### config.mk
export PLATFORM = sky130hd
export DESIGN_NAME = calc_bin2bcd_flat
export DESIGN_NICKNAME = d
export VERILOG_FILES = /design/src/rtl/calc_bin2bcd_if.sv /design/src/rtl/calc_bin2bcd.sv /design/src/flat_wrapper.sv
export SDC_FILE = /design/constraint.sdc
export NUM_CORES = 1
export LEC_CHECK = 0
export CAP_MARGIN = 10
export CORE_MARGIN = 2
export CORE_UTILIZATION = 35
export DETAILED_ROUTE_END_ITERATION = 8
export GPL_ROUTABILITY_DRIVEN = 0
export GPL_TIMING_DRIVEN = 0
export PLACE_DENSITY = 0.69
export RECOVER_POWER = 50
export SETUP_SLACK_MARGIN = 0.15
export SYNTH_ARGS = -nofsm -noshare
export SYNTH_HDL_FRONTEND = slang
export SYNTH_SLANG_ARGS = --single-unit
### constraint.sdc
create_clock -name clk -period 1.6 [get_ports clk]
set_input_delay 0.32 -clock clk [delete_from_list [all_inputs] [get_ports clk]]
set_output_delay 0.32 -clock clk [all_outputs]
set_load 0.01 [all_outputs]
### src/rtl/calc_bin2bcd_if.sv
// Handshake bundle between the calculator adder stage and the BCD display feed.
// Carries the optional leading-zero blank vector when CALC_BCD_BLANK_EN is defined.
interface calc_bin2bcd_if #(
  parameter int N      = 4,
  parameter int DIGITS = 2
);
  logic                  start;
  logic [N-1:0]          sum;
  logic                  cout;
  logic [4*DIGITS-1:0]   bcd;
  logic                  busy;
  logic                  done;
`ifdef CALC_BCD_BLANK_EN
  logic [DIGITS-1:0]     blank;

  modport master (output start, sum, cout, input bcd, busy, done, blank);
  modport slave  (input start, sum, cout, output bcd, busy, done, blank);
`else
  modport master (output start, sum, cout, input bcd, busy, done);
  modport slave  (input start, sum, cout, output bcd, busy, done);
`endif
endinterface

### src/rtl/calc_bin2bcd.sv
// Sequential double-dabble converter: {cout,sum} -> packed BCD, one bit per clock.
// Optional macro CALC_BCD_BLANK_EN adds a leading-zero blank vector on the bus.
module calc_bin2bcd #(
  parameter int N      = 4,
  parameter int DIGITS = 2
) (
  input logic           clk,
  input logic           rst,
  calc_bin2bcd_if.slave bus
);
  localparam int BW = 4 * DIGITS;
  localparam int CW = $clog2(N + 2);
  localparam logic [CW-1:0] LAST = CW'(N);

  typedef enum logic {IDLE, SHIFT} state_t;

  state_t          state_reg, state_next;
  logic [N:0]      bin_reg;
  logic [BW-1:0]   work_reg;
  logic [BW-1:0]   bcd_reg;
  logic [CW-1:0]   count_reg;
  logic            done_reg;
  logic [BW-1:0]   adj;
  logic [BW-1:0]   work_next;
  logic [N:0]      bin_next;
  logic            last_shift;

  // Add-3 correction on every working digit before the shift
  generate
    for (genvar gi = 0; gi < DIGITS; gi++) begin : g_adj
      assign adj[4*gi +: 4] = (work_reg[4*gi +: 4] >= 4'd5) ?
                              work_reg[4*gi +: 4] + 4'd3 : work_reg[4*gi +: 4];
    end
  endgenerate

  assign work_next  = {adj[BW-2:0], bin_reg[N]};
  assign bin_next   = {bin_reg[N-1:0], 1'b0};
  assign last_shift = (count_reg == LAST);

`ifdef CALC_BCD_BLANK_EN
  logic [DIGITS-1:0] digit_zero;
  logic [DIGITS-1:0] blank_next;
  logic [DIGITS-1:0] blank_reg;

  // A digit is blanked only when it and every digit above it are zero
  generate
    for (genvar gi = 0; gi < DIGITS; gi++) begin : g_zero
      assign digit_zero[gi] = (work_next[4*gi +: 4] == 4'd0);
    end
    for (genvar gi = 1; gi < DIGITS; gi++) begin : g_blank
      assign blank_next[gi] = &digit_zero[DIGITS-1:gi];
    end
  endgenerate
  assign blank_next[0] = 1'b0;

  always_ff @(posedge clk or posedge rst) begin
    if (rst) begin
      blank_reg <= '0;
    end else if (state_reg == SHIFT && last_shift) begin
      blank_reg <= blank_next;
    end
  end

  always_comb begin
    bus.blank = blank_reg;
  end
`endif

  always_ff @(posedge clk or posedge rst) begin
    if (rst) begin
      state_reg <= IDLE;
    end else begin
      state_reg <= state_next;
    end
  end

  always_comb begin
    state_next = state_reg;
    case (state_reg)
      IDLE:    if (bus.start) state_next = SHIFT;
      SHIFT:   if (last_shift) state_next = IDLE;
      default: state_next = IDLE;
    endcase
  end

  always_ff @(posedge clk or posedge rst) begin
    if (rst) begin
      bin_reg   <= '0;
      work_reg  <= '0;
      bcd_reg   <= '0;
      count_reg <= '0;
      done_reg  <= 1'b0;
    end else begin
      done_reg <= 1'b0;
      case (state_reg)
        IDLE: begin
          if (bus.start) begin
            bin_reg   <= {bus.cout, bus.sum};
            work_reg  <= '0;
            count_reg <= '0;
          end
        end
        SHIFT: begin
          work_reg  <= work_next;
          bin_reg   <= bin_next;
          count_reg <= count_reg + CW'(1);
          // The result register only moves on the completion edge
          if (last_shift) begin
            bcd_reg  <= work_next;
            done_reg <= 1'b1;
          end
        end
        default: ;
      endcase
    end
  end

  always_comb begin
    bus.busy = (state_reg == SHIFT);
    bus.done = done_reg;
    bus.bcd  = bcd_reg;
  end
endmodule

### src/flat_wrapper.sv
// flat-port wrapper written by rule: the top's interface ports become plain ports
module calc_bin2bcd_flat 
#(
  parameter int N      = 4,
  parameter int DIGITS = 2
)
  (clk, rst, bus_start, bus_sum, bus_cout, bus_bcd, bus_busy, bus_done);
  calc_bin2bcd_if #(.N(N), .DIGITS(DIGITS)) bus_i ();
  input logic clk;
  input logic rst;
  input wire logic [$bits(bus_i.start)-1:0] bus_start;
  input wire logic [$bits(bus_i.sum)-1:0] bus_sum;
  input wire logic [$bits(bus_i.cout)-1:0] bus_cout;
  output wire logic [$bits(bus_i.bcd)-1:0] bus_bcd;
  output wire logic [$bits(bus_i.busy)-1:0] bus_busy;
  output wire logic [$bits(bus_i.done)-1:0] bus_done;
  assign bus_i.start = bus_start;
  assign bus_i.sum = bus_sum;
  assign bus_i.cout = bus_cout;
  assign bus_bcd = bus_i.bcd;
  assign bus_busy = bus_i.busy;
  assign bus_done = bus_i.done;
  calc_bin2bcd #(.N(N), .DIGITS(DIGITS)) u_core (.clk(clk), .rst(rst), .bus(bus_i));
endmodule
# Yosys cells after proc, flatten, opt, wreduce, memory -nomap -nowiden
# Index checks and enable logic that the tools add are counted.
[op_classes] addsub=3 mul=0 div_mod_pow=0 n_lt_le_gt_ge=2 eq_ne=2 shift=0 muxes=13 bitwise_logic=1 n_reduce_logical=1
[op_table] op="8-bit case mux with 2 select lines" count=1
[op_table] op="5-bit case mux with 2 select lines" count=1
[op_table] op="4-bit by 3-bit greater-or-equal comparator with 1-bit output (second input constant)" count=2
[op_table] op="8-bit 2-to-1 mux" count=1
[op_table] op="3-bit 2-to-1 mux" count=2
[op_table] op="3-bit case mux with 2 select lines" count=1
[op_table] op="5-bit 2-to-1 mux" count=1
[op_table] op="4-bit by 2-bit adder with 4-bit output (second input constant)" count=1
[op_table] op="1-bit 2-to-1 mux" count=4
[op_table] op="4-bit 2-to-1 mux" count=1
[op_table] op="3-bit by 1-bit adder with 3-bit output (second input constant)" count=1
[op_table] op="3-bit by 2-bit adder with 3-bit output (second input constant)" count=1
[op_table] op="3-bit == test (second input constant)" count=1
[op_table] op="2-bit inequality test (second input constant)" count=1
[op_table] op="1-bit case mux with 2 select lines" count=1
[op_table] op="2-bit AND reduction" count=1
[op_table] op="1-bit inverter" count=1
[word_totals] reg_bits=26 latchBits=0 ramBits=0 mem_bits_ro=0 input_bits=8 out_inout_bits=10 elab_cells=28 mem_count=0

# Depth between registers and ports, before layout
# Gate-level depths: netlist (run 1).
[logic_depth] depth_word=3 ltp_mapped=6 depth_no_buf=6

# Least setup slack after synthesis (run 1)
# No wires, ideal clock.
[synth_timing] kind="flip-flop to flip-flop" from="reg u_core.work_reg[0]" to="reg u_core.work_reg[2]" setup_ps=80 arrival_time_ps=1407 required_ps=1520 path_slack_ps=113 stages_incl_launch_ff=7 n_path_buf=0 period_less_slack_ps=1487 cell_sequence="dfrtp_1 -> inv_1 -> ha_1 -> nand2b_2 -> a21oi_2 -> mux2_4 -> mux2i_4"
[synth_via] elab_chain_len=3 elab_cells_between_ends=4 classes_between="1 x add/sub; 1 x order compare; 2 x mux"
[synth_rtl] item="from (decl)" line_no="calc_bin2bcd.sv:19" rtl="logic [BW-1:0] work_reg;"
[synth_rtl] item="from (signal assigned)" line_no="calc_bin2bcd.sv:104" rtl="work_reg <= work_next;"
[synth_rtl] item="4-bit by 2-bit adder with 4-bit output / 4-bit by 3-bit greater-or-equal comparator with 1-bit output (equally long branches)" line_no="calc_bin2bcd.sv:32, calc_bin2bcd.sv:31"
[synth_rtl] item="4-bit 2-to-1 mux *" line_no="calc_bin2bcd.sv:31" rtl="assign adj[4*gi +: 4] = (work_reg[4*gi +: 4] >= 4'd5) ?"
[synth_rtl] item="8-bit case mux with 2 select lines *" line_no="calc_bin2bcd.sv:95" rtl="case (state_reg)"
# Mark *: on every way between the ends. The rest lies on a longest branch, timed or not.
# A chain may end at the register's enable or synchronous reset.

# Worst setup path in the final report (run 1)
[layout_timing] from="reg u_core.work_reg[1]" to="reg u_core.work_reg[2]"
# The elaborated chain is that of the path after synthesis.

==> results.txt, run 1 <==
----------------------------------------------------
[GRT]
  Global route total overflow ... 0
  Via count of the first global-routing pass ... 881
  Initial antenna violation count ... 0
  Pin count of the biggest net entering global routing ... 27
  Tot GR Track Use ... 12.8%
  Global-route wire length before repair ... around 4200 um

[Worst setup path]
  Crit-path max cell delay ... 0.41 ns
  Reg-to-reg slack, setup ... roughly 0.14 ns
  Worst-path cell with the longest stage delay ... dfrtp_1
  Crit Path Category ... flip-flop to flip-flop
  Worst path buffer plus inverter count ... 1
  Crit path max-delay family ... multiplexers
  Sort of element at the start of the critical path ... flip-flop
  Worst Path Arrival ... 1.71 ns
  Maximum fanout encountered on the critical timing path ... 3
  Worst-case reg-to-reg path depth ... 6
  Type of destination of the critical path ... flip-flop
  Worst reg2reg path startpoint ... u_core.work_reg[1]
  Data required, critical path ... roughly 1.9 ns
  Endpoint of the worst register-to-register path ... u_core.work_reg[2]
  Critical path, cell by cell ... inv_2, ha_2, nand2b_4, a21oi_4, mux2_4, mux2i_4

[Floorplan]
  Core area ... 3420 sq um
  Die footprint ... 4110 sq um
  Standard-cell rows ... 21
  Die Span X ... roughly 64 um
  Die Height ... 64.1 um
  Initial Util ... 37.1%
  IO Count ... 18

[STA]
  Fmax ... 0.683 GHz
  Max-slew violation count ... 0
  Unrepaired setup endpoints after global routing ... yes
  Total count of hold-check failures in the final report ... 0
  Tmin final ... 1.46 ns
  Least-Margin Pin Slew ... 0.974 ns
  Setup total negative slack ... 0 ns
  Share of the clock period used by the worst path after layout ... 91.5%
  Worst slew margin ... 35.0%
  Least setup slack across all paths after layout ... 0.136 ns
  Setup violations, final ... 0
  Worst clock skew ... 0.00257 ns

[Pwr]
  Proportion of power drawn by flip-flops and latches ... between 30% and 40%
  Part of the total power dissipated in the clock network ... 10.2%
  Peak ir drop on the vdd network ... ~830 uV
  PD cells ... between 1500 and 2000 nW/um^2
  Switch Pwr ... 1240 uW
  Design internal power ... 1980 uW
  Design Power ... around 3200 uW
  Lkg Pwr ... 0.000784 uW
  Sw Share ... 38.5%
  Logic pwr share ... 53.9%

[Finish]
  Synth-to-Final Area Change ... 28.4%
  Proportion of layout cells with a drive suffix above 1 ... 21.7%
  Total Nets Final ... around 160
  Layout Cell Area excl Fill ... 1630 sq um
  Ant diodes ... 0
  Fillcell total ... 320

[Clocking]
  Num CTS Buffers ... 3
  Clock latency reported for the late side of the worst-skew pair ... 0.31 ns
  CTS hold repair buffers ... 0
  Clk sinks ... 26
  Clock root buffer master ... clkbuf_4
  Clock slew at reported path FFs ... ~0.14 ns
  H-tree depth reported by CTS ... 1
  TritonCTS clock tree ... yes
  CTS max path bufs ... 2

[Worst hold path]
  Min-delay src ... u_core.bus.bcd[7]
  Hold/Removal Path Class ... flip-flop to flip-flop
  WHS Endpoint ... u_core.bus.bcd[7]
  Hold Path Stages ... 2

[Placement]
  Area post-placement ... 1510 sq um
  Half-perimeter wire length of the detailed placement result ... roughly 1600 um
  I/O Buffers ... 17
  Pre-CTS worst setup slack ... 0.0507 ns

[Yosys]
  Average size of a mapped cell ... 10.8 sq um
  Synthesized net count ... 131
  Library cell with the largest summed area after synthesis ... dfrtp_1
  Post-synth top cells ... dfrtp_1, nand2_1, o21ai_1
  Flop and latch count out of synthesis ... 26
  Number of instances in the synthesized netlist ... 117
  Yosys cell types ... 29
  Netlist area before placement ... roughly 1300 sq um
  Most common flop cell mapped by yosys ... dfrtp_1
  Number of enable flip-flop cells after synthesis ... 0
  Number of warnings reported in the yosys synthesis log ... 0
  Fraction of registers with async set/reset ... 100%
  Count leader, synth ... dfrtp_1
  Area fraction of the dominant cell type after synthesis ... between 50 and 60%
  Area contributors post-synth ... dfrtp_1, mux2i_1, ha_1
  Seq/Total Area, Yosys ... 51.4%

[Drt]
  Residual DRC ... 0
  Violation count after the first detailed-route iteration ... 25
  Post-route ant nets ... 0
  Vias ... 907
  Via density per instance ... 4.80
  Post-detailed-routing wire length ... 2430 um
  Wire length per cell ... between 10 and 15 um
  1st-pass router iterations ... 4

[Run]
  Count of max-cap constraint violations ... 0

[Outcome]
  Outcome ... completed

----------------------------------------------------
cell type report:
cell class / instances / area, sq um / area share [%]
Buffer: 5 / 22.5 / 1.39
Sequential cell: 26 / 651 / 40.0
Inverter: 8 / 30.0 / 1.85
Timing Repair Buffer: 22 / 195 / 12.0
Multi-Input combinational cell: 78 / 633 / 39.0
Clock buffer: 4 / 36.3 / 2.23
Tap cell: 46 / 57.6 / 3.54
power by group through the flow:
stage               registers [uW]  clock network, uW  logic, uW
finish                        1160                328       1740
global route                  1190                363       1940
CTS                           1150                340       1680
detailed placement            1150                  0       1520
global placement              1130                  0       1480
floorplan                     1160                  0       1060
tightest hold or removal path, delay by kind of cell, from the launching register on:
family           cells  cell delay [ns]
AO/OA/AOI/OAI        1             0.05
flip-flops           1             0.36
AND/OR/NAND/NOR      1             0.04
how the worst max path moves through the flow:
stage,start,end,slack (ns),cells after the start
6_report,u_core.work_reg[1],u_core.work_reg[2],0.14,6
2_1_floorplan,u_core.work_reg[1],u_core.work_reg[2],0.15,6
4_1_cts,u_core.work_reg[1],u_core.work_reg[2],0.13,6
5_1_grt,bus_start,u_core.bin_reg[1],0.06,4
3_5_place_dp,rst,u_core.bus.bcd[3],0.05,2
3_3_place_gp,rst,u_core.bus.bcd[2],0.1,2
placed cells by master (no fill, tap or decap), types with 2 or more instances in the layout:
master and instances:
a21oi_1 3, a21oi_4 2, a22o_1 2, buf_2 3, buf_4 5, clkbuf_1 2
clkbuf_4 3, clkdlybuf4s50_1 6, dfrtp_1 26, dlygate4sd2_1 10, ha_1 2, ha_2 2
ha_4 2, inv_1 4, inv_2 4, mux2_4 2, mux2i_1 9, nand2_1 14
nand2b_1 5, nand2b_4 2, nand3_1 2, nor2_1 4, nor3b_1 3, o21ai_0 6
o21ai_1 8, xnor2_2 2
logic make-up after synthesis:
group           count (synthesis)  share of synthesized area [%]
simple gates                   32                           12.9
flops                          26                           51.4
compound gates                 24                           11.4
mux                            14                           12.7
buf+inv                        13                           4.25
fa+ha+maj                       6                           5.93
xor+xnor                        2                           1.38
what timing repair did:
| action | CTS | global route |
|---|---|---|
| buffers inserted | 4 | 1 |
| endpoints found under the hold margin | 0 | 0 |
| setup endpoints to repair | 14 | 8 |
| gates resized for setup | 21 | 3 |
| pin swaps | 3 | 1 |
per-layer routing:
| layer | track usage (%) | up-vias | part of all wire, % |
|---|---|---|---|
| met5 | 0 | - | 0 |
| met4 | 2.39 | 0 | 0.53 |
| met3 | 2.29 | 2 | 4.0 |
| met2 | 22.5 | 19 | 51 |
| met1 | 16.5 | 441 | 45 |
| li1 | - | 445 | - |
through the flow:
stage                     cells  utilization [%]  hold WS [ns]
after CTS                   188             47.0         0.497
after global placement      180             44.1         0.460
after floorplan             117                -         0.360
after detailed placement    180             44.1         0.470
final                       189             47.6         0.487
after global routing        189             47.6         0.525
Power figures use the tool's default switching activity.
==> run 2: changes to the inputs <==
- PLACE_DENSITY: 0.69 -> 0.57
==> results.txt, run 2 (same netlist as run 1, synthesis figures left out) <==
----------------------------------------------------
[Pwr]
  Lkg Pwr ... 0.000807 uW
  PD cells ... 2000 nW/um^2
  Peak ir drop on the vdd network ... about 940 uV

[Worst setup path]
  Crit-path max cell delay ... 0.57 ns
  Type of destination of the critical path ... flip-flop
  Data required, critical path ... 1.80 ns
  Worst path buffer plus inverter count ... 2
  Crit Path Category ... primary input to flip-flop
  Critical Path Stages ... 4
  Worst Path Arrival ... approximately 1.7 ns
  Worst-path cell with the longest stage delay ... dlygate4sd3_1
  Critical path, cell by cell ... dlygate4sd3_1, clkbuf_1, mux2i_1, o21ai_0
  Worst-case reg-to-reg path depth ... 5
  Sort of element at the start of the critical path ... primary input
  Crit path max-delay family ... buffers and inverters
  Maximum fanout encountered on the critical timing path ... 10

[STA]
  Worst slew margin ... 33.0%
  Max-slew violation count ... 0
  Share of the clock period used by the worst path after layout ... 92.2%
  Setup violations, final ... 0
  Worst clock skew ... 0.0105 ns
  Least-Margin Pin Slew ... approximately 1 ns
  Total count of hold-check failures in the final report ... 0
  Tmin final ... 1.47 ns
  Unrepaired setup endpoints after global routing ... yes
  Setup total negative slack ... 0 ns
  Worst hold slack ... 0.497 ns
  Fmax ... 0.678 GHz

[Clocking]
  CTS hold repair buffers ... 0
  Clock slew at reported path FFs ... approximately 0.14 ns
  CTS max path bufs ... 2
  H-tree depth reported by CTS ... 1
  TritonCTS clock tree ... yes
  Clk sinks ... 26
  Num CTS Buffers ... 3
  Clock latency reported for the late side of the worst-skew pair ... 0.32 ns
  Clock root buffer master ... clkbuf_4

[Finish]
  Total Nets Final ... 163
  Register cell area after layout ... 651 sq um
  Fillcell total ... 333
  Total area of multi-input combinational cells ... between 600 and 700 sq um
  Ant diodes ... 0
  Proportion of layout cells with a drive suffix above 1 ... 25.0%
  Commonest non-fill, non-tap cell in the layout ... dfrtp_1
  Most used cells in the layout excluding fill and tap cells ... dfrtp_1, nand2_1, dlygate4sd2_1, buf_4
  Synth-to-Final Area Change ... 31.3%

[Floorplan]
  Die Span X ... between 60 and 70 um
  Initial Util ... between 30% and 40%
  IO Count ... 18
  Standard-cell rows ... 21
  Die Height ... 64.1 um
  Core area ... between 3000 and 4000 sq um
  Die footprint ... between 4000 and 5000 sq um

[Drt]
  Via density per instance ... about 4.7
  1st-pass router iterations ... 3
  Post-detailed-routing wire length ... 2520 um
  Post-route ant nets ... 0
  Violation count after the first detailed-route iteration ... 24
  Residual DRC ... 0
  Wire length per cell ... 13.0 um
  Vias ... a little over 900

[Outcome]
  Outcome ... completed

[Worst hold path]
  Hold/Removal Path Class ... flip-flop to flip-flop
  Hold Path Stages ... 1

[GRT]
  Tot GR Track Use ... 13.3%
  Via count of the first global-routing pass ... 892
  Initial antenna violation count ... 0
  Pin count of the biggest net entering global routing ... 27
  Global route total overflow ... 0
  Global-route wire length before repair ... 4200 um

[Placement]
  I/O Buffers ... 17
  Half-perimeter wire length of the detailed placement result ... 1670 um

[Run]
  Count of max-cap constraint violations ... 0

----------------------------------------------------
run 2: what timing repair did:
item | in CTS | in global routing
pin swaps | 2 | 3
gates resized for setup | 20 | 4
endpoints found under the setup margin | 14 | 8
setup buffers | 6 | 4
run 2: area by class of cell:
cell class                 count  share of cell area [%]
clock buffer                   4                    2.18
timing repair buffer          27                    14.0
buffer                         5                    1.35
multi-input combinational     78                    38.1
tap                           46                    3.46
sequential                    26                    39.1
inverter                       8                    1.81
run 2: worst paths after layout:
kind / startpoint / to / slack (ns)
setup / recovery: bus_start / u_core.bin_reg[3] / 0.13
hold / removal: u_core.count_reg[2] / u_core.count_reg[2] / 0.50
setup reg to reg: u_core.count_reg[1] / u_core.bus.bcd[0] / 0.14
hold reg to reg: u_core.count_reg[2] / u_core.count_reg[2] / 0.50
max in group asynchronous: rst / u_core.bus.bcd[1] / 0.34
min in group asynchronous: rst / u_core.bus.busy / 0.65
run 2: power breakdown:
group / internal [uW] / switching (uW)
sequential: 935 / 221
clock: 139 / 192
combinational: 979 / 851
run 2: through the flow:
step | util, % | power (uW) | setup WS (ns) | instances | instance area [sq um]
floorplan | - | 2220 | 0.151 | 117 | 1280
global placement | 44.1 | 2620 | 0.0615 | 180 | 1510
detailed placement | 44.1 | 2680 | 0.0426 | 180 | 1510
CTS | 47.5 | 3210 | 0.152 | 190 | 1620
global route | 48.7 | 3600 | 0.0640 | 194 | 1660
finish | 48.7 | 3320 | 0.126 | 194 | 1660
run 2: per-layer routing:
layer  vias to the layer above  GRT usage, %  share of wire (%)
met5                         -             0                  0
met3                         2          3.70                2.5
met1                       448          15.9                 44
li1                        456             -                  -
met4                         0          3.19               0.75
met2                         9          23.7                 53
==> patch (settings of run 1) <==
`DIGITS` is set to 2 in 3 places; all go to 4.
--- a/src/rtl/calc_bin2bcd_if.sv
+++ b/src/rtl/calc_bin2bcd_if.sv
@@ -3,5 +3,5 @@
 interface calc_bin2bcd_if #(
   parameter int N      = 4,
-  parameter int DIGITS = 2
+  parameter int DIGITS = 4
 );
   logic                  start;
--- a/src/rtl/calc_bin2bcd.sv
+++ b/src/rtl/calc_bin2bcd.sv
@@ -3,5 +3,5 @@
 module calc_bin2bcd #(
   parameter int N      = 4,
-  parameter int DIGITS = 2
+  parameter int DIGITS = 4
 ) (
   input logic           clk,
--- a/src/flat_wrapper.sv
+++ b/src/flat_wrapper.sv
@@ -3,5 +3,5 @@
 #(
   parameter int N      = 4,
-  parameter int DIGITS = 2
+  parameter int DIGITS = 4
 )
   (clk, rst, bus_start, bus_sum, bus_cout, bus_bcd, bus_busy, bus_done);
Interface: changed (resized bus_bcd); port bits go from 18 to 26. The function was not compared with the original's and may differ.
==> patch against run 1 <==
- critical path depth unchanged
- power increased by 79%
- setup slack got worse by 17 ps
- sequential cell count increased by 16
- wire length increased by 76%
- highest routed layer unchanged
- final area increased by 66%
- area after synthesis increased by 56%
==> patch: results (changes against run 1) <==
- DP Area: 2320 um2 (+54%)
- Mean area per synthesized cell: 10.2 um2 (-5.7%)
- Outcome: finished, final reports clean
- Initial drt markers: 115 (+360%)
- CP Max Fanout: 3 (unchanged)
- Vias after detailed routing: 1502 (+66%)
- Worst-path clk slew: 80 ps (-60 ps)
- Slew margin rel.: 0.421 (+0.0713)
- Non-Filler Instances: 311 (+65%)
- Average wire per standard cell: 13.7 um (+6.7%)
- Nets: 258 (+63%)
- Root buf cell: clkbuf_8
- Slowest CP cell: dfrtp_1
- Top cells by count, synth: 42 x dfrtp_1, 33 x nand2_1, 24 x o21ai_0, 11 x inv_1, 11 x o22ai_1
- Worst-Skew Late Latency: 300 ps
- Layout cells sized above 1: 0.289 (+0.0719)
- Sequential-to-total area share from yosys stat: 0.534 (+0.0198)
- Largest net degree at the start of global routing: 43 (+59%)
- FF-to-FF Start: u_core.work_reg[5]$_DFFE_PP0P_
- Drt pass-1 iters: 4 (unchanged)
- Placed Cells: 290 (+61%)
- H-tree Lvls: 2 (+1)
- Post-synth cell types: 25 (-14%)
- First-pass GRT wire length: 7.38 mm (+78%)
- Top area cells in the synthesized netlist: dfrtp_1 53%, ha_1 6.4%, nand2_1 6.3%, o21ai_0 6.1%, o22ai_1 3.5%
- Peak VDD IR: 1.04 mV (+25%)
- PortBufs: 25 (+8)
- Yosys warning total: 0 (unchanged)
- Synthesized net count: 211 (+61%)
- Max stage delay on crit path: 380 ps (-30 ps)
- Setup Skew: 5.25 ps (+2.68 ps)
- Pleak: 1.23 nW (+57%)
- Worst slack, placed: -37.5 ps (-88.2 ps)
- ANT cells: 0 (unchanged)
- Hold Crit Class: reg -> reg
- CTS buffer count: 5 (+2)
- Detailed Place HPWL: 2.65 mm (+63%)
- Total GRT Usage: 0.151 (+0.0228)
==> patch: cell types whose count changed after synthesis, moves of 3 or more <==
| cell | change |
|---|---|
| nor3b_1 | +4 |
| mux2i_1 | -3 |
| nand2_1 | +19 |
| inv_1 | +4 |
| o22ai_1 | +11 |
| o21ai_1 | -10 |
| dfrtp_1 | +16 |
| o21ai_0 | +20 |
| a21oi_1 | +7 |
| ha_1 | +4 |
==> patch: path summary, 6_finish.rpt <==
check                                                 endpoint  slack (ps)  cells after the start
worst max-delay path            u_core.work_reg[6]$_DFFE_PP0P_         120                      6
worst min-delay path             u_core.bus.bcd[7]$_DFFE_PP0P_         480                      2
worst max register to register  u_core.work_reg[6]$_DFFE_PP0P_         120                      6
worst min register to register   u_core.bus.bcd[7]$_DFFE_PP0P_         480                      2
max in group asynchronous            u_core.bus.busy$_DFF_PP0_         350                      2
min in group asynchronous       u_core.bus.bcd[13]$_DFFE_PP0P_         660                      2
==> patch: through the flow <==
stage	util	hold slack [ps]	power, mW
after global routing	0.493	500	6.25
after detailed placement	0.423	469	4.29
after global placement	0.423	459	4.20
after CTS	0.468	482	5.43
after floorplan	-	449	3.46
final	0.493	478	5.78
==> patch: kinds of logic (layout without fill, tap and decap cells) <==
kind of cell,Yosys count,in the layout,synth area share
AOI/OAI and AO/OA,52,52,0.150
and+or+nand+nor,52,52,0.123
DFF,42,42,0.534
buffers and inverters,21,67,0.0438
muxes,12,12,0.0686
adders and majority gates,10,10,0.0635
xor gates and xnor gates,4,4,0.0178
==> patch: timing repair <==
action                                  4_1_cts  5_1_grt
setup buffers                                 7        8
pin swaps                                     7        7
gates resized for setup                      51       20
endpoints found under the setup margin       28       17
==> patch: metal layers <==
metal,share of wire,GRT usage,vias to the layer above
met1,0.45,0.192,715
li1,-,-,753
met4,0.011,0.0310,0
met2,0.49,0.251,28
met5,0,0,-
met3,0.045,0.0500,6
==> patch: worst max-delay path: cells and delay by family (launching register included) <==
kind	cells	cell delay, ps
buffers and inverters	1	70
AND/OR/NAND/NOR	1	150
flip-flops	1	380
AO/OA/AOI/OAI	2	310
adder cells (fa/ha/maj)	1	160
multiplexers	1	330
==> patch: layout make-up <==
| type | count | area, um2 |
|---|---|---|
| fill | 507 | 2780 |
| timing repair buffer | 40 | 340 |
| buffer | 8 | 41.3 |
| clock buffer | 6 | 82.6 |
| tap | 72 | 90.1 |
| inverter | 13 | 51.3 |
| sequential | 42 | 1050 |
| multi-input combinational | 130 | 1040 |
==> patch: where the power goes <==
group / total (mW) / switching (mW) / leakage (nW) / internal, mW
Clock: 0.682 / 0.349 / 0.0431 / 0.333
Sequential: 1.94 / 0.401 / 0.533 / 1.54
Combinational: 3.16 / 1.52 / 0.658 / 1.64
